$ cat src/rtl/pong_pkg.sv
`default_nettype none
// +----------------------------------------------------------------------------+
// | pong_pkg: shared geometry, start positions and game state type for Pong.   |
// | Revision: 1.0                                                              |
// +----------------------------------------------------------------------------+
package pong_pkg;

    localparam int SCREEN_W    = 640;
    localparam int SCREEN_H    = 480;
    localparam int BORDER      = 8;
    localparam int BALL_SIZE   = 8;
    localparam int PAD_W       = 8;
    localparam int PAD_H       = 64;
    localparam int PAD_L_X     = 16;
    localparam int PAD_R_X     = SCREEN_W - PAD_L_X - PAD_W;

    localparam int BALL_X_MIN  = BORDER;
    localparam int BALL_X_MAX  = SCREEN_W - BORDER - BALL_SIZE;
    localparam int BALL_Y_MIN  = BORDER;
    localparam int BALL_Y_MAX  = SCREEN_H - BORDER - BALL_SIZE;
    localparam int PAD_Y_MIN   = BORDER;
    localparam int PAD_Y_MAX   = SCREEN_H - BORDER - PAD_H;

    // Ball x at which it touches the inner face of each paddle
    localparam int PAD_L_HIT_X = PAD_L_X + PAD_W;
    localparam int PAD_R_HIT_X = PAD_R_X - BALL_SIZE;

    localparam int BALL_X_START = SCREEN_W / 2 - BALL_SIZE / 2;
    localparam int BALL_Y_START = SCREEN_H / 2 - BALL_SIZE / 2;
    localparam int PAD_Y_START  = SCREEN_H / 2 - PAD_H / 2;

    typedef enum logic [2:0] {
        IDLE  = 3'd0,
        SERVE = 3'd1,
        PLAY  = 3'd2,
        POINT = 3'd3,
        OVER  = 3'd4
    } game_state_t;

    function automatic logic [3:0] sat_inc(input logic [3:0] v, input logic [3:0] lim);
        return (v >= lim) ? lim : v + 4'd1;
    endfunction

endpackage
`default_nettype wire

$ cat src/rtl/pong_paddle.sv
`default_nettype none
// +----------------------------------------------------------------------------+
// | pong_paddle: one paddle; candidate y on tick, applied on commit.           |
// | Revision: 1.0                                                              |
// +----------------------------------------------------------------------------+
module pong_paddle
    import pong_pkg::*;
#(
    parameter int PADDLE_SPEED = 4
) (
    input  logic       clk,
    input  logic       reset,
    input  logic       up,
    input  logic       dn,
    input  logic       tick,
    input  logic       commit,
    input  logic       freeze,
    output logic [8:0] y
);

    localparam logic signed [10:0] C_STEP  = 11'(PADDLE_SPEED);
    localparam logic signed [10:0] C_MIN   = 11'(PAD_Y_MIN);
    localparam logic signed [10:0] C_MAX   = 11'(PAD_Y_MAX);
    localparam logic [8:0]         C_START = 9'(PAD_Y_START);

    logic signed [10:0] w_raw;
    logic [8:0]         w_clamped;
    logic [8:0]         r_cand;

    always_comb begin
        w_raw = $signed({2'b00, y});
        if (up && !dn) begin
            w_raw = $signed({2'b00, y}) - C_STEP;
        end else if (dn && !up) begin
            w_raw = $signed({2'b00, y}) + C_STEP;
        end
        if (w_raw < C_MIN) begin
            w_clamped = C_MIN[8:0];
        end else if (w_raw > C_MAX) begin
            w_clamped = C_MAX[8:0];
        end else begin
            w_clamped = w_raw[8:0];
        end
    end

    always_ff @(posedge clk or posedge reset) begin
        if (reset) begin
            r_cand <= C_START;
            y      <= C_START;
        end else begin
            if (tick) begin
                r_cand <= w_clamped;
            end
            if (commit && !freeze) begin
                y <= r_cand;
            end
        end
    end

endmodule
`default_nettype wire

$ cat src/rtl/pong_game_ctrl.sv
`default_nettype none
// +----------------------------------------------------------------------------+
// | pong_game_ctrl: per-frame Pong sequencing of paddles, ball and scoring.    |
// | Revision: 1.0                                                              |
// +----------------------------------------------------------------------------+
module pong_game_ctrl
    import pong_pkg::*;
#(
    parameter int WIN_SCORE    = 7,
    parameter int BALL_SPEED   = 2,
    parameter int PADDLE_SPEED = 4,
    parameter int HOLD_FRAMES  = 60
) (
    input  logic       clk,
    input  logic       reset,
    input  logic       frame_tick,
    input  logic       serve,
    input  logic       l_up,
    input  logic       l_dn,
    input  logic       r_up,
    input  logic       r_dn,
    output logic [9:0] ball_x,
    output logic [8:0] ball_y,
    output logic [8:0] pad_l_y,
    output logic [8:0] pad_r_y,
    output logic [3:0] score_l,
    output logic [3:0] score_r,
    output logic       game_over,
    output logic       upd_done
);

    localparam int HOLD_W      = ($clog2(HOLD_FRAMES + 1) > 6) ? $clog2(HOLD_FRAMES + 1) : 6;
    localparam int HOLD_LAST_I = (HOLD_FRAMES > 0) ? HOLD_FRAMES - 1 : 0;
    localparam logic [HOLD_W-1:0] HOLD_LAST = HOLD_W'(HOLD_LAST_I);
    localparam logic [3:0]        WIN       = 4'(WIN_SCORE);

    localparam logic signed [10:0] C_BS    = 11'(BALL_SPEED);
    localparam logic signed [10:0] C_X_MIN = 11'(BALL_X_MIN);
    localparam logic signed [10:0] C_X_MAX = 11'(BALL_X_MAX);
    localparam logic signed [10:0] C_Y_MIN = 11'(BALL_Y_MIN);
    localparam logic signed [10:0] C_Y_MAX = 11'(BALL_Y_MAX);
    localparam logic signed [10:0] C_L_HIT = 11'(PAD_L_HIT_X);
    localparam logic signed [10:0] C_R_HIT = 11'(PAD_R_HIT_X);
    localparam logic [9:0]         C_X_CTR = 10'(BALL_X_START);
    localparam logic [8:0]         C_Y_CTR = 9'(BALL_Y_START);
    localparam logic [9:0]         C_BSZ   = 10'(BALL_SIZE);
    localparam logic [9:0]         C_PADH  = 10'(PAD_H);

    game_state_t        r_state;
    game_state_t        w_state_nxt;
    logic               r_tick;
    logic               r_calc;
    logic signed [10:0] r_cand_x;
    logic signed [10:0] r_cand_y;
    logic               r_dx_pos;
    logic               r_dy_pos;
    logic [HOLD_W-1:0]  r_hold;
    logic [HOLD_W-1:0]  w_hold_nxt;
    logic [9:0]         w_bx_nxt;
    logic [8:0]         w_by_nxt;
    logic               w_dx_nxt;
    logic               w_dy_nxt;
    logic [3:0]         w_sl_nxt;
    logic [3:0]         w_sr_nxt;
    logic               w_ovl_l;
    logic               w_ovl_r;
    logic signed [10:0] w_bx_s;
    logic signed [10:0] w_by_s;

    assign w_bx_s    = $signed({1'b0, ball_x});
    assign w_by_s    = $signed({2'b00, ball_y});
    assign game_over = (r_state == OVER);

    // Overlap uses the paddle positions still on screen, i.e. before this frame's move
    assign w_ovl_l = (({1'b0, ball_y} + C_BSZ) > {1'b0, pad_l_y}) &&
                     ({1'b0, ball_y} < ({1'b0, pad_l_y} + C_PADH));
    assign w_ovl_r = (({1'b0, ball_y} + C_BSZ) > {1'b0, pad_r_y}) &&
                     ({1'b0, ball_y} < ({1'b0, pad_r_y} + C_PADH));

    pong_paddle #(
        .PADDLE_SPEED(PADDLE_SPEED)
    ) u_pad_l (
        .clk   (clk),
        .reset (reset),
        .up    (l_up),
        .dn    (l_dn),
        .tick  (r_tick),
        .commit(r_calc),
        .freeze(r_state == OVER),
        .y     (pad_l_y)
    );

    pong_paddle #(
        .PADDLE_SPEED(PADDLE_SPEED)
    ) u_pad_r (
        .clk   (clk),
        .reset (reset),
        .up    (r_up),
        .dn    (r_dn),
        .tick  (r_tick),
        .commit(r_calc),
        .freeze(r_state == OVER),
        .y     (pad_r_y)
    );

    // Tick capture, candidate registration, then commit two edges after the tick
    always_ff @(posedge clk or posedge reset) begin
        if (reset) begin
            r_tick   <= 1'b0;
            r_calc   <= 1'b0;
            upd_done <= 1'b0;
            r_cand_x <= 11'sd0;
            r_cand_y <= 11'sd0;
        end else begin
            r_tick   <= frame_tick && !r_tick && !r_calc;
            r_calc   <= r_tick;
            upd_done <= r_calc;
            if (r_tick) begin
                r_cand_x <= r_dx_pos ? (w_bx_s + C_BS) : (w_bx_s - C_BS);
                r_cand_y <= r_dy_pos ? (w_by_s + C_BS) : (w_by_s - C_BS);
            end
        end
    end

    always_ff @(posedge clk or posedge reset) begin
        if (reset) begin
            r_state  <= IDLE;
            r_hold   <= '0;
            ball_x   <= C_X_CTR;
            ball_y   <= C_Y_CTR;
            r_dx_pos <= 1'b1;
            r_dy_pos <= 1'b1;
            score_l  <= 4'd0;
            score_r  <= 4'd0;
        end else begin
            r_state  <= w_state_nxt;
            r_hold   <= w_hold_nxt;
            ball_x   <= w_bx_nxt;
            ball_y   <= w_by_nxt;
            r_dx_pos <= w_dx_nxt;
            r_dy_pos <= w_dy_nxt;
            score_l  <= w_sl_nxt;
            score_r  <= w_sr_nxt;
        end
    end

    always_comb begin
        w_state_nxt = r_state;
        w_hold_nxt  = r_hold;
        w_bx_nxt    = ball_x;
        w_by_nxt    = ball_y;
        w_dx_nxt    = r_dx_pos;
        w_dy_nxt    = r_dy_pos;
        w_sl_nxt    = score_l;
        w_sr_nxt    = score_r;
        case (r_state)
            IDLE: begin
                if (serve) begin
                    w_state_nxt = SERVE;
                    w_hold_nxt  = '0;
                end
            end
            SERVE: begin
                if (r_calc) begin
                    if (r_hold >= HOLD_LAST) begin
                        w_state_nxt = PLAY;
                        w_hold_nxt  = '0;
                    end else begin
                        w_hold_nxt = r_hold + HOLD_W'(1);
                    end
                end
            end
            PLAY: begin
                if (r_calc) begin
                    if (r_cand_y <= C_Y_MIN) begin
                        w_by_nxt = C_Y_MIN[8:0];
                        w_dy_nxt = 1'b1;
                    end else if (r_cand_y >= C_Y_MAX) begin
                        w_by_nxt = C_Y_MAX[8:0];
                        w_dy_nxt = 1'b0;
                    end else begin
                        w_by_nxt = r_cand_y[8:0];
                    end
                    // The ball already travels toward the loser, so dx needs no change on a point
                    if (!r_dx_pos) begin
                        if ((r_cand_x <= C_L_HIT) && w_ovl_l) begin
                            w_bx_nxt = C_L_HIT[9:0];
                            w_dx_nxt = 1'b1;
                        end else if (r_cand_x <= C_X_MIN) begin
                            w_bx_nxt    = C_X_MIN[9:0];
                            w_sr_nxt    = sat_inc(score_r, WIN);
                            w_state_nxt = POINT;
                            w_hold_nxt  = '0;
                        end else begin
                            w_bx_nxt = r_cand_x[9:0];
                        end
                    end else begin
                        if ((r_cand_x >= C_R_HIT) && w_ovl_r) begin
                            w_bx_nxt = C_R_HIT[9:0];
                            w_dx_nxt = 1'b0;
                        end else if (r_cand_x >= C_X_MAX) begin
                            w_bx_nxt    = C_X_MAX[9:0];
                            w_sl_nxt    = sat_inc(score_l, WIN);
                            w_state_nxt = POINT;
                            w_hold_nxt  = '0;
                        end else begin
                            w_bx_nxt = r_cand_x[9:0];
                        end
                    end
                end
            end
            POINT: begin
                if (r_calc) begin
                    if (r_hold >= HOLD_LAST) begin
                        w_hold_nxt = '0;
                        if ((score_l == WIN) || (score_r == WIN)) begin
                            w_state_nxt = OVER;
                        end else begin
                            w_state_nxt = SERVE;
                            w_bx_nxt    = C_X_CTR;
                            w_by_nxt    = C_Y_CTR;
                        end
                    end else begin
                        w_hold_nxt = r_hold + HOLD_W'(1);
                    end
                end
            end
            OVER: begin
                if (serve) begin
                    w_state_nxt = IDLE;
                    w_sl_nxt    = 4'd0;
                    w_sr_nxt    = 4'd0;
                    w_bx_nxt    = C_X_CTR;
                    w_by_nxt    = C_Y_CTR;
                end
            end
            default: begin
                w_state_nxt = IDLE;
            end
        endcase
    end

endmodule
`default_nettype wire

$ cat config.mk
export PLATFORM = sky130hd
export DESIGN_NAME = pong_game_ctrl
export DESIGN_NICKNAME = d
export VERILOG_FILES = /design/src/rtl/pong_pkg.sv /design/src/rtl/pong_paddle.sv /design/src/rtl/pong_game_ctrl.sv
export SDC_FILE = /design/constraint.sdc
export NUM_CORES = 1
export LEC_CHECK = 0
export ABC_AREA = 1
export BUFFER_PORTS_ARGS = -buffer_cell sky130_fd_sc_hd__buf_2
export CAP_MARGIN = 20
export CORE_AREA = 2 2 107 109
export DETAILED_ROUTE_END_ITERATION = 10
export DIE_AREA = 0 0 109 111
export PLACE_DENSITY_LB_ADDON = 0.1
export REMOVE_ABC_BUFFERS = 1
export SETUP_SLACK_MARGIN = 0.3
export SLEW_MARGIN = 20
export SYNTH_ARGS = -nofsm -noshare
export SYNTH_HDL_FRONTEND = slang
export SYNTH_SLANG_ARGS = --single-unit
$ cat constraint.sdc
create_clock -name clk -period 5.45 [get_ports clk]
set_input_delay 0.545 -clock clk [delete_from_list [all_inputs] [get_ports clk]]
set_output_delay 0.545 -clock clk [all_outputs]
set_load 0.05 [all_outputs]
; Word level (Yosys, flattened, before mapping)
; Cells that the tools add are included.
[op_classes]
shift = 0
n_lt_le_gt_ge = 17
n_eq_ne = 25
reduce_logical = 32
bitwise = 0
multipliers = 0
div = 0
muxes = 71
n_addsub = 14
[op_table]
columns = operator, count
row1 = $mux 10, 10
row2 = $mux 9, 11
row3 = $mux 11, 6
row4 = $mux 6, 9
row5 = $mux 4, 11
row6 = $mux 3, 13
row7 = $pmux 10 s3, 1
row8 = $ne 2x2->1 const B, 14
row9 = $pmux 9 s3, 1
row10 = $ge 11x11->1 const B, 2
row11 = $gt 11x10->1 const B, 2
row12 = $le 11x5->1 const B, 2
row13 = $lt 11x5->1 const B, 2
row14 = $add 9x3->10 const B, 2
row15 = $add 9x7->10 const B, 2
row16 = $gt 10x9->1, 2
row17 = $lt 9x10->1, 2
row18 = $sub 9x3->10 const B, 2
row19 = $pmux 6 s3, 1
row20 = $reduce_and 6->1, 3
row21 = $pmux 4 s2, 2
row22 = $pmux 3 s5, 1
row23 = $ne 3x3->1 const B, 4
row24 = $add 10x2->11 const B, 1
row25 = 27 further kinds, 53
[totals]
rom_bits = 0
elab_cells = 176
output_inout_bits = 47
ram_bits = 0
mem_count = 0
in_bits = 8
latchBits = 0
ff_bits = 99

; Logic depth before layout (Yosys ltp)
[depth]
word_depth = 8
depth_mapped = 18
depth_no_buf = 17

; Cells and area by module
; A second synthesis with hierarchy kept.
[unflattened]
hier_cells = 987
area_unflattened_um2 = 7016.7
[by_module_without_submodules]
columns = mod, seq_area_each_um2, cells_per_inst, n_inst, area_each_um2
row1 = pong_game_ctrl, 1591.5, 652, 1, 4722.0
row2 = pong_paddle at u_pad_l, 457.9, 172, 1, 1188.6
row3 = pong_paddle at u_pad_r, 457.9, 163, 1, 1106.1

; Worst setup path after synthesis
; Ideal clock, no wire load.
[synth_path]
kind = reg-to-reg
start = register ball_y[3]
end = register r_hold[0]
setup_time_ps = 117
path_stages_with_launch = 15
t_required_ps = 5333
n_path_buf = 1
path_slack_ps = 2726
arrival_ps = 2607
period_less_slack_ps = 2724
cell_sequence = dfstp_2 ha_1 nand3_1 xor2_1 ha_1 nand2_1 nor2_1 nand4_1 nand3_2 inv_2 nor2_4 nand3_2 buf_6 nand4_1 nand2_1
[synth_via]
elab_chain_len = 6
word_cells_on_any_way = 12
cone_classes = 1 x add/sub / 4 x order compare / 2 x eq/ne / 5 x reduce/logical
[synth_lines]
columns = element, line_no
row1 = from (decl), pong_game_ctrl.sv:23  ; output logic [8:0] ball_y,
row2 = from (signal assigned), pong_game_ctrl.sv:139  ; ball_y <= w_by_nxt;
row3 = $add 9x4->10, "pong_game_ctrl.sv:75, pong_game_ctrl.sv:77"
row4 = "$gt 10x9->1, on equally long branches", "pong_game_ctrl.sv:77, pong_game_ctrl.sv:75"
row5 = "$logic_and 1x1->1, on equally long branches", "pong_game_ctrl.sv:77, pong_game_ctrl.sv:75"
row6 = "$logic_and 1x1->1, on equally long branches", "pong_game_ctrl.sv:198, pong_game_ctrl.sv:186"
row7 = $ne 3x3->1 (no line), --
row8 = $reduce_and 8->1 (no line) *, --
row9 = to (signal assigned), pong_game_ctrl.sv:137  ; r_hold <= w_hold_nxt;
row10 = to (decl), pong_game_ctrl.sv:57  ; logic [HOLD_W-1:0] r_hold;
; Every way passes the cells marked *; elsewhere a longest branch is shown, timed or not.
; A chain may end at the register's enable or synchronous reset.

; Final worst setup path
[layout_path]
start = register ball_y[3]
end = register r_hold[3]
; Same word-level chain as after synthesis.

==> results.md <==
- Measured slew at the worst slew-check pin: 0.9516 ns
- Count of different cell masters after synthesis: 49
- Gate Count Post-Synth: 984
- Starting Density: a little under two thirds
- Post-route clock period utilization: ~54%
- Aggregate global-route resource usage: a little under a third
- Setup_tns: 0 ns
- Final WL: about 18 mm
- DRC: 0
- DRT Pass-1 Iters: 5
- Post-synth ARST share: 100.0%
- Max Clock Freq: 0.3427 GHz
- Yosys warning count: 0
- Core Area: 11,080 sq um
- Hold Vio Cnt, Final: 0
- Worst path arrival time: between 3 and 4 ns
- Num CTS Buffers: 9
- Number of diodes: 0
- Clock-pin slew on the worst setup and hold paths: 0.07 ns
- Clock Skew: roughly 0.007 ns
- Crit-path max FO: 12
- Clk root buf: clkbuf_16
- Io pins: 55
- Routed vias/inst: roughly 5.5
- Critical path class: flip-flop to flip-flop
- Initial antenna violation count: 0
- CP max-delay cell: dfstp_2
- First-pass GRT wire length: between 20 and 30 mm
- EDFF count, synth: 0
- FILL cells: ~990
- Slew headroom: a little over a third
- Resized Gates After CTS: 0
- Vias in the first global route: between 6k and 7k
- Max Buffers Root-to-Sink: 2
- TritonCTS clock tree: built
- P_leak: just over 0.004 uW
- Dpl hpwl: between 10 and 15 mm
- GPL Wtd Cong: 0.9484
- Sink Count: 99
- CP peak stage delay: around 0.64 ns
- Routed WL per cell: roughly 15 um
- Synth area leader: dfrtp_1
- Outcome: finished, final reports clean
- FF-to-FF setup slack: roughly 2.5 ns
- Cell Chain, Critical Path: ha_1 > nand3_1 > xor2_1 > ha_1 > nand2_1 > nor2_1 > nand4_1 > nand3_2 > inv_2 > nor2_4 > nand3_2 > nand3_2 > nand2_1 > nand2_1
- Setup repair bufs after CTS: 0
- Full die area: 12,100 sq um
- Layout cells sized above 1: a little over an eighth
- Clock latency on the worst-skew pair: 0.35 ns
- Synth top area share: approximately a quarter
- Slew Limit Fails: 0
- Startpoint types: flip-flop
- Yosys reg bits: approximately 100
- Nets: 1,094
- H-tree levels: 3
- Synthesized area: 7067 sq um
- Power Dens Cells: approximately 630 nW/um^2
- Initial DRC count: 628
- Port Buf Inserts: 54
- Max rail drop VDD: around 0.00036 V
- Minimum clock period: ~2.9 ns
- Die W: 109 um
- Post-CTS Hold Buffers: 0
- Via count: 6,535
- Final setup viols: 0
- Sequential area share after synthesis: ~35%
- Maxcap violations: 0
- Post-Syn Area per Cell: around 7.2 sq um
- # rows: 39
- Synth area leaders: dfrtp_1 (27%), nand2_1 (15%), ha_1 (9.4%), dfstp_2 (8.9%), nand3_1 (6.2%)
- Hold WC Path Type: input port to async pin
- Grt total ovfl: 0
- Pin count of the biggest net entering global routing: 75
- Die Ht: 111 um
- Most used DFF post-synth: dfrtp_1
- RSZ-0062 raised after global routing: false
- Final Power: roughly 4900 uW
- Crit path required time: about 5.7 ns
- Area growth syn-to-layout: 9.065%
- Critical path capture point type: flip-flop
- Remaining antenna violation count: 0
[layer usage]
layer  share of wire [%]  vias up  global-route usage (%)  wire [um]
met5                   0        -                       0          0
met2                  47      187                   48.82       8228
met3                 4.9       26                   3.586        866
li1                    -     3296                       -          -
met4                 2.2        0                   10.43        381
met1                  46     3026                   43.11       8052
[Yosys cell counts (2+ instances only)]
cell	n
nand2_1	276
inv_1	116
nor2_1	107
nand3_1	87
dfrtp_1	75
ha_1	53
o21ai_0	51
a21oi_1	40
nand4_1	25
dfstp_2	24
xor2_1	14
nand2_2	10
clkbuf_1	9
nor3_1	9
inv_2	7
a31oi_1	6
o21ai_1	6
o31ai_1	6
buf_2	4
buf_4	4
nand3_2	4
xnor2_1	4
buf_6	3
nor2_2	3
nor2_4	3
o21bai_1	3
o22ai_1	3
or2_1	3
or2_2	3
a21o_1	2
a22oi_1	2
nand2_4	2
nor3_4	2
o211ai_1	2
o221ai_1	2
[placed cells by master (no fill, tap or decap), types with 4 or more instances in the layout]
master,synthesis,layout
nand3_2,4,4
nor3_1,9,9
buf_2,4,54
o21ai_1,6,6
nand3_1,87,87
dfstp_2,24,24
clkbuf_16,0,9
a31oi_1,6,6
inv_2,7,7
xor2_1,14,14
ha_1,53,53
dfrtp_1,75,75
o21ai_0,51,51
nand2_2,10,10
o31ai_1,6,6
a21oi_1,40,40
xnor2_1,4,4
nand2_1,276,276
inv_1,116,115
nor2_1,107,107
nand4_1,25,25
[power by group]
group / switching (uW) / internal [uW] / total [uW]
registers: 341 / 1060 / 1400
clock network: 288 / 336 / 624
logic: 1930 / 908 / 2840
[final cells by class]
| type | count | area (sq um) | area share (%) |
|---|---|---|---|
| Multi-Input combinational cell | 741 | 3976 | 51.59 |
| Sequential cell | 99 | 2507 | 32.53 |
| Inverter | 124 | 467.9 | 6.071 |
| Tap cell | 143 | 178.9 | 2.321 |
| Timing Repair Buffer | 57 | 292.8 | 3.799 |
| Clock inverter | 3 | 23.77 | 0.3084 |
| Clock buffer | 13 | 260.3 | 3.377 |
[state kept, by name, indices dropped and copies added, names as in the netlist, 3 cells and up]
register,flops
u_pad_r.y,9
r_cand_y,11
r_hold,6
ball_y,9
score_l,4
ball_x,10
u_pad_r.r_cand,9
u_pad_l.r_cand,9
r_cand_x,11
r_state,3
u_pad_l.y,9
score_r,4
[through the flow]
step / cells / hold WS (ns) / setup slack [ns] / area (sq um) / utilization, %
after detailed placement: 1164 / 0.4606 / 2.557 / 7423 / 67.02
after global placement: 1164 / 0.4554 / 2.653 / 7423 / 67.02
after floorplan: 964 / 0.4069 / 2.354 / 6949 / -
after CTS: 1180 / 0.1667 / 2.539 / 7707 / 69.58
after global routing: 1180 / 0.1837 / 2.289 / 7707 / 69.58
final: 1180 / 0.1573 / 2.532 / 7707 / 69.58
[cells by family after synthesis]
family | Yosys count | synth area share, %
compound gates | 129 | 10.52
xor+xnor | 18 | 2.231
fa+ha+maj | 54 | 9.667
buf+inv | 144 | 8.251
flops | 99 | 35.48
mux | 1 | 0.1593
simple gates | 539 | 33.69
[path summary, 6_finish.rpt]
check / start / to / cells past startpoint
max in group asynchronous: reset / u_pad_l.y[2]$_DFFE_PP0P_ / 3
worst max register to register: ball_y[3]$_DFFE_PP1P_ / r_hold[3]$_DFFE_PP0P_ / 14
min in group clk: frame_tick / r_tick$_DFF_PP0_ / 3
worst min register to register: u_pad_r.r_cand[6]$_DFFE_PP1P_ / u_pad_r.r_cand[6]$_DFFE_PP1P_ / 2
worst min-delay path: reset / upd_done$_DFF_PP0_ / 2
worst max-delay path: ball_y[3]$_DFFE_PP1P_ / r_hold[3]$_DFFE_PP0P_ / 14
[critical path: cells and delay by family, from the launching register on]
| kind | cells | cell delay, ns |
|---|---|---|
| adder cells (fa/ha/maj) | 2 | 0.64 |
| buffers and inverters | 1 | 0.04 |
| XOR/XNOR | 1 | 0.18 |
| AND/OR/NAND/NOR | 10 | 1.34 |
| flip-flops | 1 | 0.64 |
(Power assumes the default switching activity.)
